--- src/rtl/mux_nto1_stream.sv ---
// N-channel stream multiplexer with a registered output word, valid/ready on
// every channel, and either a fixed select or round-robin channel choice.
module mux_nto1_stream #(
    parameter int N_CH  = 16,
    parameter int W     = 8,
    parameter int SEL_W = $clog2(N_CH),
    parameter int CNT_W = 16
) (
    input  logic                clk,
    input  logic                rst_n,
    input  logic [N_CH*W-1:0]   in_data,
    input  logic [N_CH-1:0]     in_valid,
    output logic [N_CH-1:0]     in_ready,
    input  logic                mode,
    input  logic [SEL_W-1:0]    sel,
    output logic [W-1:0]        out_data,
    output logic                out_valid,
    input  logic                out_ready,
    output logic [SEL_W-1:0]    out_ch,
    output logic [CNT_W-1:0]    xfer_cnt
);

    logic [W-1:0]     out_data_q,  out_data_d;
    logic             out_valid_q, out_valid_d;
    logic [SEL_W-1:0] out_ch_q,    out_ch_d;
    logic [CNT_W-1:0] xfer_cnt_q,  xfer_cnt_d;
    logic [SEL_W-1:0] last_q,      last_d;

    logic             load_s;
    logic             grant_vld_s;
    logic [SEL_W-1:0] grant_idx_s;
    logic             accept_s;

    assign load_s   = !out_valid_q || out_ready;
    assign accept_s = load_s && grant_vld_s;

    // Grant selection: fixed channel, or first valid channel after last_q (wrapping).
    always_comb begin
        logic [SEL_W:0] cand;
        grant_vld_s = 1'b0;
        grant_idx_s = '0;
        cand        = '0;
        if (mode) begin
            for (int i = 1; i <= N_CH; i++) begin
                // last_q never exceeds N_CH-1, so one subtraction brings cand back in range.
                cand = {1'b0, last_q} + (SEL_W+1)'(i);
                if (cand >= (SEL_W+1)'(N_CH)) begin
                    cand = cand - (SEL_W+1)'(N_CH);
                end else begin
                    cand = cand;
                end
                if (!grant_vld_s && in_valid[cand[SEL_W-1:0]]) begin
                    grant_vld_s = 1'b1;
                    grant_idx_s = cand[SEL_W-1:0];
                end else begin
                    grant_vld_s = grant_vld_s;
                end
            end
        end else begin
            if (({1'b0, sel} < (SEL_W+1)'(N_CH)) && in_valid[sel]) begin
                grant_vld_s = 1'b1;
                grant_idx_s = sel;
            end else begin
                grant_vld_s = 1'b0;
            end
        end
    end

    // Ready is asserted only toward the granted channel, and only when the output can load.
    always_comb begin
        in_ready = '0;
        if (accept_s) begin
            in_ready[grant_idx_s] = 1'b1;
        end else begin
            in_ready = '0;
        end
    end

    // Next-state for the output register, round-robin pointer and handshake counter.
    always_comb begin
        out_data_d  = out_data_q;
        out_valid_d = out_valid_q;
        out_ch_d    = out_ch_q;
        last_d      = last_q;
        xfer_cnt_d  = xfer_cnt_q;
        if (out_valid_q && out_ready) begin
            xfer_cnt_d = xfer_cnt_q + CNT_W'(1);
        end else begin
            xfer_cnt_d = xfer_cnt_q;
        end
        if (accept_s) begin
            out_data_d  = in_data[grant_idx_s*W +: W];
            out_ch_d    = grant_idx_s;
            out_valid_d = 1'b1;
            if (mode) begin
                last_d = grant_idx_s;
            end else begin
                last_d = last_q;
            end
        end else if (load_s) begin
            out_valid_d = 1'b0;
        end else begin
            out_valid_d = out_valid_q;
        end
    end

    // State registers; last_q resets to N_CH-1 so the first round-robin search starts at 0.
    always_ff @(posedge clk or negedge rst_n) begin
        if (!rst_n) begin
            out_data_q  <= '0;
            out_valid_q <= 1'b0;
            out_ch_q    <= '0;
            xfer_cnt_q  <= '0;
            last_q      <= SEL_W'(N_CH - 1);
        end else begin
            out_data_q  <= out_data_d;
            out_valid_q <= out_valid_d;
            out_ch_q    <= out_ch_d;
            xfer_cnt_q  <= xfer_cnt_d;
            last_q      <= last_d;
        end
    end

    assign out_data  = out_data_q;
    assign out_valid = out_valid_q;
    assign out_ch    = out_ch_q;
    assign xfer_cnt  = xfer_cnt_q;

endmodule

--- config.mk ---
export PLATFORM = sky130hd
export DESIGN_NAME = mux_nto1_stream
export DESIGN_NICKNAME = d
export VERILOG_FILES = /design/src/rtl/mux_nto1_stream.sv
export SDC_FILE = /design/constraint.sdc
export NUM_CORES = 1
export LEC_CHECK = 0
export CAP_MARGIN = 20
export CORE_ASPECT_RATIO = 1.2
export CORE_UTILIZATION = 52
export CTS_CLUSTER_DIAMETER = 30
export CTS_CLUSTER_SIZE = 20
export DETAILED_ROUTE_END_ITERATION = 10
export PLACE_DENSITY_LB_ADDON = 0.25
export SYNTH_ARGS = -nofsm -noshare
export SYNTH_HDL_FRONTEND = slang
export SYNTH_SLANG_ARGS = --single-unit
--- constraint.sdc ---
create_clock -name clk -period 13.1 [get_ports clk]
set_input_delay 2.62 -clock clk [delete_from_list [all_inputs] [get_ports clk]]
set_output_delay 2.62 -clock clk [all_outputs]
set_load 0.02 [all_outputs]
==> Word-level counts from Yosys, hierarchy flattened <==
Index checks and enable logic that the tools add are counted.
{ "word_totals": {"reg_bits": 33, "out_inout_bits": 45} }
{ "classes": {"add_sub_neg": 33, "n_lt_le_gt_ge": 35, "shifts": 1, "n_mux": 122, "n_reduce_logical": 37} }
{ "ops": {"columns": ["cell", "n"], "rows": [
  ["two-way mux 4 bit", 50],
  ["indexed part select 128 x 8 -> 8 bit", 1],
  ["less-than comparator 4 x 5 -> 1 bit, second input constant", 18],
  ["greater-or-equal comparator 5 bit, second input constant", 16],
  ["binary-select mux 1 bit (select 4 bit)", 17],
  ["subtractor 4 x 1 -> 4 bit, second input constant", 16],
  ["two-way mux 1 bit", 53],
  ["adder 4 x 4 -> 5 bit, second input constant", 8],
  ["adder 4 x 3 -> 5 bit, second input constant", 4],
  ["logical AND 1 bit", 18],
  ["adder 16 x 1 -> 16 bit, second input constant", 1],
  ["zero test 1 bit", 16],
  ["two-way mux 16 bit", 1],
  ["adder 4 x 2 -> 5 bit, second input constant", 2],
  ["adder 4 x 1 -> 5 bit, second input constant", 1],
  ["adder 4 x 5 -> 5 bit, second input constant", 1],
  ["demux 1 bit (select 4 bit)", 1],
  ["greater-or-equal comparator 4 x 1 -> 1 bit, second input constant", 1],
  ["AND reduction 2 bit", 1],
  ["nonzero test 2 bit", 1],
  ["logical OR 1 bit", 1]
]} }

==> Longest topological paths before layout <==
Gate-level depths: netlist of run 1.
{ "logic_depth": {"word_depth": 73, "depth_mapped": 23, "depth_no_buf": 13} }

==> Worst setup path after synthesis of run 1 <==
OpenSTA, ideal clock, no wires.
{ "synth_timing": {"path_kind": "in2out", "startpoint": "input in_valid[13]", "endpoint": "output in_ready[1]", "arrival_time_ns": 6.208, "slack_ns": 4.272, "path_stages": 14, "path_buffers": 4, "cell_sequence": "mux4_2 > mux4_2 > a2111oi_4 > nand3_4 > nand3b_4 > or4b_4 > buf_6 > a211o_1 > buf_6 > nand2_8 > buf_6 > buf_4 > nand3_1 > nor2_1"} }
{ "synth_between": {"elab_chain_cells": 69, "word_cells_on_any_way": 122, "cone_classes": "2 x order compare; 88 x mux; 32 x reduce/logical"} }
{ "synth_lines": {"columns": ["element", "line_no", "rtl"], "rows": [
  ["start: declaration", "12", "input logic [N_CH-1:0] in_valid,"],
  ["binary-select mux 1 bit (select 4 bit)", "52", "if (!grant_vld_s && in_valid[cand[SEL_W-1:0]]) begin"],
  ["two-way mux 1 bit (implied by the code)", "52", null],
  ["two-way mux 1 bit", "52", null],
  ["two-way mux 1 bit", "43", "if (mode) begin"],
  ["zero test 1 bit", "52", null],
  ["logical AND 1 bit", "52", null],
  ["two-way mux 1 bit", "52", null],
  ["two-way mux 1 bit", "43", null],
  ["[... 53 more ...]", null, null],
  ["logical AND 1 bit", "52", null],
  ["two-way mux 4 bit", "52", null],
  ["two-way mux 4 bit", "43", null],
  ["less-than comparator 4 x 5 -> 1 bit (implied by the code) or greater-or-equal comparator 4 x 1 -> 1 bit (tied branches)", "73", "in_ready[grant_idx_s] = 1'b1;"],
  ["logical AND 1 bit (implied by the code)", "73", null],
  ["two-way mux 1 bit (implied by the code)", "73", null],
  ["demux 1 bit (select 4 bit)", "73", null],
  ["two-way mux 16 bit (*)", "72", "if (accept_s) begin"],
  ["end: declaration", "13", "output logic [N_CH-1:0] in_ready,"]
]} }
Every way passes the cells marked *; elsewhere a longest branch is shown, timed or not. The select of a mux whose other input is x is not followed.

==> Worst setup path after layout of run 1 <==
{ "layout_timing": {"startpoint": "input sel[0]", "endpoint": "output in_ready[4]"} }
{ "layout_between": {"elab_chain_cells": 9, "word_cells_on_any_way": 13, "cone_classes": "2 x order compare; 9 x mux; 2 x reduce/logical"} }
{ "layout_lines": {"columns": ["element", "line_no", "rtl"], "rows": [
  ["start: declaration", "15", "input logic [SEL_W-1:0] sel,"],
  ["binary-select mux 1 bit (select 4 bit)", "60", "if (({1'b0, sel} < (SEL_W+1)'(N_CH)) && in_valid[sel]) begin"],
  ["two-way mux 1 bit (implied by the code)", "60", null],
  ["two-way mux 4 bit", "60", null],
  ["two-way mux 4 bit", "43", null],
  ["less-than comparator 4 x 5 -> 1 bit (implied by the code) or greater-or-equal comparator 4 x 1 -> 1 bit (tied branches)", "73", null],
  ["logical AND 1 bit (implied by the code)", "73", null],
  ["two-way mux 1 bit (implied by the code)", "73", null],
  ["demux 1 bit (select 4 bit)", "73", null],
  ["two-way mux 16 bit (*)", "72", null]
]} }
Marks and branches as above.

==> results of run 1 <==
## state kept, by name (all words and copies together) (netlist names)
register / flops
last_q: 4
out_ch: 4
out_data: 8
out_valid: 1
xfer_cnt: 16
## metrics by stage
stage	util	cells	setup WS (ns)
after CTS	0.721	1016	2.42
after global placement	0.707	1008	2.51
final	0.722	1017	2.22
after global routing	0.721	1016	1.96
after detailed placement	0.707	1008	2.40
after floorplan	-	708	4.27
## synthesized netlist by cell type, types with 11 or more instances
master	number	area, sq um
and3_1	21	131
mux4_2	33	743
nand3_1	21	105
mux2_2	17	191
a211oi_1	35	263
xnor2_1	13	114
xor2_1	14	123
clkbuf_1	27	101
nand2_1	66	248
and2_1	38	238
o211ai_1	22	165
nor2_1	56	210
buf_2	14	70.1
inv_1	24	90.1
mux2i_1	39	390
dfrtp_1	29	726
a21oi_1	18	90.1
nor3_1	11	55.1
o21ai_0	33	165
## cell type report
type | count | area, sq um | share of cell area
Timing Repair Buffer | 201 | 2000 | 0.250
Tap cell | 154 | 193 | 0.0241
Clock inverter | 1 | 5.00 | 0.000625
Clock buffer | 7 | 153 | 0.0191
Antenna cell | 1 | 2.50 | 0.000313
Inverter | 27 | 101 | 0.0127
Sequential cell | 33 | 831 | 0.104
Multi-Input combinational cell | 593 | 4720 | 0.590
## worst max-delay path, stage by stage
cell             delay (ns)
clkdlybuf4s50_1        1.01
mux4_2                 0.60
mux2i_1                0.20
a21oi_1                0.11
o21a_1                 0.37
nand2_1                0.86
inv_1                  0.53
nor2_4                 0.61
nand3_1                0.24
nor2_1                 0.42
clkdlybuf4s50_1        0.69
## worst min-delay path by stage
stage	end	slack, ns
6_report	xfer_cnt[15]	0.48
5_1_grt	xfer_cnt[15]	0.50
4_1_cts	xfer_cnt[15]	0.49
3_5_place_dp	xfer_cnt[15]	0.48
3_3_place_gp	xfer_cnt[15]	0.46
2_1_floorplan	xfer_cnt[15]	0.58
## logic make-up after synthesis
logic type      synth area share
simple gates               0.204
compound gates             0.297
mux                        0.230
buf+inv                   0.0675
flops                      0.140
xor+xnor                  0.0426
fa+ha+maj                 0.0190
## routing by layer
metal	routed length, microns	global-route usage	vias to the layer above
met5	0	0	-
met4	1260	0.207	0
met3	2060	0.0651	98
met2	11300	0.652	487
met1	8220	0.446	3303
li1	-	-	3070
==> impl_results.md, run 1 <==
* Status: finished, final reports clean
* Largest net degree at the start of global routing at between 50 and 60
* Post-synthesis cell count at ~710
* Residual DRC count at 0
* Max Clock Skew at between 0.002 and 0.003 ns
* Post-synthesis cell type count at 75
* IO Pins at 197
* Starting density of the core at 0.535
* Row cnt at 42
* Final worst-path cycle share at 0.831
* Reg-to-Reg End: out_data[3]
* Design area at between 8000 and 9000 sq um
* Flop-to-flop setup slack at approximately 6.1 ns
* Synth async-reset ratio at 1.00
* Period minus WS final at roughly 11 ns
* WP data required at about 10 ns
* Final hold vios at 0
* Total Routing Usage GR at 0.379
* Die Height at about 120 microns
* Min Hold Slack at roughly 0.48 ns
* Clock Tree Buf Depth at 2
* Clock-pin slew on the worst setup and hold paths at around 0.050 ns
* Drt pass-1 iters at 6
* Post-CTS Resized at 0
* Postcts setup bufs at 0
* Wire per inst at about 22 microns
* Sequential fraction of the synthesis area at 0.140
* CTS root buf: clkbuf_16
* Worst skew pair latency at ~0.28 ns
* Commonest register cell after synthesis: dfrtp_1
* Nets@finish at a little over 1,000
* Cts hold-fix bufs at 0
* Yosys reg bits at 33
* Number of global-route vias before repair at around 6,700
* DRT iter0 DRCs at around 800
* Worst-path maximum fanout at 35
* Num CTS Buffers at 5
* Share of cells above drive strength 1 at 0.101
* Die area at about 12,000 sq um
* Post-Syn Nets at between 800 and 900
* WL final at about 23 mm
* ANT nets after route at 0
* Most frequent cells in the layout: clkdlybuf4s50_1 (196), nand2_1 (66), nor2_1 (56)
* Crit end category: primary output
* Arr. time, crit path at ~8.3 ns
* Worst Setup SP: sel[0]
* Die Wd at a little under 100 microns
* Gr ovfl total at 0
* Syn_area_per_cell at 8.38 sq um
* Core area at 11,100 sq um
* Worst slew pin tran at about 1.1 ns
* Dpl hpwl at roughly 18 mm
* Post-synth EDFFs at 0
* Worst R2R Start: last_q[1]
* TritonCTS clock tree: done
* Vias per inst at ~6.8
* CTS sink count at 33
* Area Overhead vs Synth at 34.9%
* Worst setup path endpoint: in_ready[4]
* Fillers at around 840
* Setup TNS Final at 0 ns
* Initial antenna violation count at 1
* Origin of the worst min-delay path: xfer_cnt[15]
* GPL Wtd Cong at between 1 and 1.5
* Crit path launch type: input port
* WS Path Type: input port to primary output
* Hold WC Path Type: register to register
* Max_slew headroom at 0.294
* Fmax at about 90 MHz
* Ys Warns at 0
* First-pass GRT wire length at around 35 mm
* RSZ-0062 raised after global routing: no
* # Max-Cap Violations at 0
* Port bufs at approximately 200
* Hold Path Stages at 1
* Placed Area at 7840 sq um
* R2R cell count at 14
* Via count at 6,958
* Post-Syn Area at ~5900 sq um
* H-tree Lvls at 2
* Most common library cell in the layout ignoring fill and taps: clkdlybuf4s50_1
* Slew Limit Fails at 0
* Final setup fails at 0
Power of run 1 is left out: the tool's default activity adds up to more than one toggle a clock period on the data nets, which glitch-free logic cannot reach.
==> run 2, diff against run 1 <==
Settings changed: CORE_UTILIZATION 52 to 43.
Clock period 13.1 ns to 9.65 ns, I/O delays scaled along.
==> run 2 against run 1 <==
Die area up 21%. Worst setup slack worse by 1.5 ns. Global-route usage down 5.7 points. Utilization down 12 points. Hold slack worse by 0.0050 ns.
==> impl_results.md, run 2 (synthesis gave the netlist of run 1 again) <==
* Status: finished, final reports clean (unchanged)
* Dpl hpwl at 18.1 mm (was 17.6 mm)
* Most common library cell in the layout ignoring fill and taps: clkdlybuf4s50_1 (unchanged)
* Die Wd at 109 microns (was 99.5 microns)
* Max_slew headroom at 0.429 (was 0.294)
* Starting density of the core at 0.444 (was 0.535)
* Die Height at 131 microns (was 119 microns)
* Final hold vios at 0 (unchanged)
* Residual DRC count at 0 (unchanged)
* Period minus WS final at about 9 ns
* Core area at 13,400 sq um (was 11,100 sq um)
* Max FFs per register at 16 (unchanged)
* WP data required at 7.72 ns (was 10.48 ns)
* GPL Wtd Cong at 0.929 (was 1.02)
* Wire per inst at 22.4 microns (was 22.5 microns)
* Row cnt at 46 (was 42)
* Final setup fails at 0 (unchanged)
* Total Routing Usage GR at 0.322 (was 0.379)
* Drt pass-1 iters at 5 (was 6)
* Post-Place Cells at 1,029 (was 1,008)
* Initial antenna violation count at 0 (was 1)
* Post-CTS Resized at 0 (unchanged)
* DRT iter0 DRCs at 648 (was 799)
* IO Pins at 197 (unchanged)
* Hold WC Path Type: register to register (unchanged)
* Fillers at 1,179 (was 839)
* TritonCTS clock tree: done (unchanged)
* Clock Tree Buf Depth at 2 (unchanged)
* Die area at 14,300 sq um (was 11,800 sq um)
* CTS root buf: clkbuf_16 (unchanged)
* Fmax at approximately 110 MHz
* Design area at 8100 sq um (was 8000 sq um)
* Worst-path maximum fanout at 9 (was 35)
* Vias per inst at 6.46 (was 6.84)
* Postcts setup bufs at 0 (unchanged)
* RSZ-0062 raised after global routing: no (unchanged)
* Worst slew pin tran at 0.833 ns (was 1.06 ns)
* Crit end category: primary output (unchanged)
* Most frequent cells in the layout: clkdlybuf4s50_1 (196), nand2_1 (66), nor2_1 (56) (unchanged)
* Placed Area at 7910 sq um (was 7840 sq um)
* Crit path launch type: input port (unchanged)
* Nets@finish at 1,030 (was 1,022)
* DP Worst Slack at 0.834 ns (was 2.40 ns)
* Setup TNS Final at 0 ns (unchanged)
* Arr. time, crit path at 6.99 ns (was 8.26 ns)
* # diodes at 0 (was 1)
* Final worst-path cycle share at 0.925
* Largest net degree at the start of global routing at 52 (was 54)
* Cts hold-fix bufs at 0 (unchanged)
* Max Clock Skew at 0.00297 ns (was 0.00295 ns)
* Via count at 6,703 (was 6,958)
* Clock-pin slew on the worst setup and hold paths at 0.05 ns (about the same)
* Port bufs at 196 (unchanged)
* H-tree Lvls at 2 (unchanged)
* Final setup margin at 0.727 ns (was 2.22 ns)
* Slew Limit Fails at 0 (unchanged)
* First-pass GRT wire length at 35.4 mm (was 35.2 mm)
* Number of global-route vias before repair at 6,486 (was 6,744)
* ANT nets after route at 0 (unchanged)
* Non-Filler Instances at 1,038 (was 1,017)
* Area Overhead vs Synth at 36.5% (was 34.9%)
* # Max-Cap Violations at 0 (unchanged)
* Num CTS Buffers at 5 (unchanged)
* WS Path Type: input port to primary output (unchanged)
* Sequential cell area at 831 sq um (unchanged)
* WL final at 23.2 mm (was 22.9 mm)
* Gr ovfl total at 0 (unchanged)
* Share of cells above drive strength 1 at 0.108 (was 0.101)
* CTS sink count at 33 (unchanged)
* Multi-input logic area at 4720 sq um (unchanged)
* Worst skew pair latency at 0.27 ns (was 0.28 ns)
==> run 2: cell count changes in the layout (fill, tap and decap cells not counted) <==
cell / delta
buf_4: +7
buf_6: +1
bufinv_16: +1
clkbuf_1: +1
clkbuf_8: -1
clkinv_2: -1
diode_2: -1
==> run 2: cell type report <==
cell class,count,area share
multi-input cells,593,0.583
clock buffers,7,0.0176
repair buffers,209,0.255
clock inverters,1,0.00371
flip-flops and latches,33,0.103
well taps,168,0.0260
inverters,27,0.0125
==> run 2: worst max-delay path, stage by stage <==
cell and delay (ns):
clkdlybuf4s50_1 0.56, mux4_2 0.58, mux4_2 0.61, clkinv_1 0.12, and4_1 0.36, and3_1 0.43
o21ai_0 0.15, a221o_1 0.37, a31oi_1 0.18, buf_4 0.15, nor2b_1 0.51, inv_1 0.25
nor2_1 0.15, clkdlybuf4s50_1 0.62
==> run 2: stage by stage <==
| stage | hold WS [ns] | util |
|---|---|---|
| final | 0.477 | 0.606 |
| after global routing | 0.503 | 0.606 |
| after CTS | 0.477 | 0.605 |
| after detailed placement | 0.463 | 0.592 |
| after global placement | 0.466 | 0.592 |
| after floorplan | 0.581 | - |
==> run 2: final timing paths <==
path                               from  slack (ns)      endpoint  depth (start not counted)
max                         in_valid[8]        0.73   in_ready[4]                         14
min                        xfer_cnt[15]        0.48  xfer_cnt[15]                          1
max reg2reg                   last_q[0]        2.94   out_data[7]                         14
min reg2reg                xfer_cnt[15]        0.48  xfer_cnt[15]                          1
max in group asynchronous         rst_n        7.26     last_q[1]                          2
min in group asynchronous         rst_n        2.06  xfer_cnt[15]                          2
==> run 2: metal layers <==
metal  global-route usage  up-vias  wire length, microns
li1                     -     3076                     -
met1                0.406     3234                  9080
met2                0.561      345                 11800
met3               0.0496       48                  1660
met4                0.106        0                   700
met5                    0        -                     0
Power of run 2 is left out for the same reason.
==> run 3, diff against run 2 <==
Settings changed: CORE_ASPECT_RATIO 1.2 to 1.25, HOLD_SLACK_MARGIN set to 0.05.
==> run 3 against run 2 <==
Die area about the same. Count of clock-buffer cells in the layout did not move. Global-route usage rose by 0.24 points. Sequential cell count stayed put. Cell area is 0.19% lower. Critical path depth fell by 2. Non-clock buffer count unchanged. Critical path type unchanged.
==> impl_results.md, run 3 (synthesis gave the netlist of run 1 again) <==
* Status: finished, final reports clean (unchanged)
* Area Overhead vs Synth at 36.2% (was 36.5%)
* Vias per inst at 6.55 (was 6.46)
* Hold Path Sink: xfer_cnt[15] (unchanged)
* Num CTS Buffers at 5 (unchanged)
* WP data required at 7.72 ns (about the same)
* Final setup fails at 0 (unchanged)
* Final worst-path cycle share at 0.912 (was 0.925)
* Worst skew pair latency at 0.27 ns (about the same)
* Most frequent cells in the layout: clkdlybuf4s50_1 (196), nand2_1 (66), nor2_1 (56) (unchanged)
* # Max-Cap Violations at 0 (unchanged)
* Slew Limit Fails at 0 (unchanged)
* Post-CTS Resized at 0 (unchanged)
* Die area at 14,300 sq um (about the same)
* Slowest-stage cell, CP: or4b_4 (was clkdlybuf4s50_1)
* Worst-path maximum fanout at 42 (was 9)
* R2R cell count at 14 (unchanged)
* IO Pins at 197 (unchanged)
* Max FFs per register at 16 (unchanged)
* Fmax at 114 MHz (was 112 MHz)
* Die Height at 133 microns (was 131 microns)
* # diodes at 0 (unchanged)
* Share of cells above drive strength 1 at 0.109 (was 0.108)
* Core area at 13,300 sq um (was 13,400 sq um)
* WS Path Type: input port to primary output (unchanged)
* H-tree Lvls at 2 (unchanged)
* Buffers and inverters on the worst path at 3 (was 5)
* Hold WC Path Type: register to register (unchanged)
* Clock Tree Buf Depth at 2 (unchanged)
* Slowest stage delay, CP at 0.75 ns (was 0.62 ns)
* Cts hold-fix bufs at 0 (unchanged)
* CP Cell Sequence: clkdlybuf4s50_1, mux4_2, mux4_2, clkinv_1, and4_1, nand3_1, or4b_4, a211o_1, nand2_8, nand3_1, nor2_1, clkdlybuf4s50_1 (was clkdlybuf4s50_1, mux4_2, mux4_2, clkinv_1, and4_1, and3_1, o21ai_0, a221o_1, a31oi_1, buf_4, nor2b_1, inv_1, nor2_1, clkdlybuf4s50_1)
* Total Routing Usage GR at 0.325 (was 0.322)
* Setup TNS Final at 0 ns (unchanged)
* Wire per inst at 22.3 microns (was 22.4 microns)
* WL final at 23.2 mm (about the same)
* Initial antenna violation count at 0 (unchanged)
* Port bufs at 196 (unchanged)
* Period minus WS final at 8.80 ns (was 8.92 ns)
* CTS root buf: clkbuf_16 (unchanged)
* Hold Path Stages at 1 (unchanged)
* Number of global-route vias before repair at 6,952 (was 6,486)
* DRT iter0 DRCs at 624 (was 648)
* Dpl hpwl at 17.9 mm (was 18.1 mm)
* Arr. time, crit path at 6.87 ns (was 6.99 ns)
* Largest net degree at the start of global routing at 52 (unchanged)
* Crit end category: primary output (unchanged)
* ANT nets after route at 0 (unchanged)
* Worst R2R Start: last_q[0] (unchanged)
* Family with the most delay on the worst path: simple AND/OR/NAND/NOR gates (was buffers and inverters)
* Drt pass-1 iters at 6 (was 5)
* Starting density of the core at 0.444 (about the same)
* Gr ovfl total at 0 (unchanged)
* Max Clock Skew at 0.00255 ns (was 0.00297 ns)
* CTS sink count at 33 (unchanged)
* Max_slew headroom at 0.270 (was 0.429)
* Nets@finish at 1,030 (unchanged)
* Postcts setup bufs at 0 (unchanged)
* Most common library cell in the layout ignoring fill and taps: clkdlybuf4s50_1 (unchanged)
* Flop-to-flop setup slack at 3.09 ns (was 2.94 ns)
* Crit path launch type: input port (unchanged)
* Die Wd at 107 microns (was 109 microns)
* RSZ-0062 raised after global routing: no (unchanged)
* Via count at 6,814 (was 6,703)
* Worst slew pin tran at 1.09 ns (was 0.833 ns)
* Origin of the worst min-delay path: xfer_cnt[15] (unchanged)
* TritonCTS clock tree: done (unchanged)
* Reg-to-Reg End: out_data[5] (was out_data[7])
* Residual DRC count at 0 (unchanged)
* First-pass GRT wire length at 36.6 mm (was 35.4 mm)
* GPL Wtd Cong at 1.02 (was 0.929)
* Final hold vios at 0 (unchanged)
* Row cnt at 47 (was 46)
* Clock-pin slew on the worst setup and hold paths at 0.05 ns (about the same)
[run 3: changes by cell type in the layout (fill, tap and decap cells not counted), sizes merged]
cell    before  now
bufinv       1    0
clkinv       2    3
[run 3: final cells by class]
type | instances | area (sq um)
multi-input combinational | 593 | 4720
fill | 1171 | 5270
timing repair buffer | 209 | 2060
sequential | 33 | 831
clock buffer | 7 | 153
inverter | 27 | 101
tap | 171 | 214
clock inverter | 1 | 5.00
[run 3: metrics by stage]
stage | area (sq um) | hold WS [ns] | setup slack, ns | std cells | util
after detailed placement | 7920 | 0.462 | 0.879 | 1033 | 0.593
after CTS | 8080 | 0.482 | 0.892 | 1041 | 0.605
after global placement | 7920 | 0.471 | 0.948 | 1033 | 0.593
after global routing | 8080 | 0.495 | 0.482 | 1041 | 0.605
after floorplan | 5930 | 0.581 | 2.20 | 708 | -
final | 8080 | 0.481 | 0.849 | 1041 | 0.605
[run 3: how the worst max path moves through the flow]
stage | startpoint | endpoint | slack (ns) | cells past startpoint
floorplan | in_valid[13] | in_ready[1] | 2.20 | 14
global placement | in_valid[4] | in_ready[6] | 0.95 | 14
detailed placement | in_valid[0] | in_ready[6] | 0.88 | 12
CTS | in_valid[0] | in_ready[6] | 0.89 | 14
global route | last_q[0] | in_ready[4] | 0.48 | 13
finish | in_valid[6] | in_ready[9] | 0.85 | 12
[run 3: routing by layer]
| metal | wire length, microns | GRT usage | up-vias | share of wire |
|---|---|---|---|---|
| met2 | 11700 | 0.570 | 365 | 0.50 |
| met1 | 8880 | 0.396 | 3294 | 0.38 |
| met4 | 967 | 0.136 | 0 | 0.042 |
| met3 | 1680 | 0.0426 | 74 | 0.072 |
| met5 | 0 | 0 | - | 0 |
| li1 | - | - | 3081 | - |
Power of run 3 is left out for the same reason.
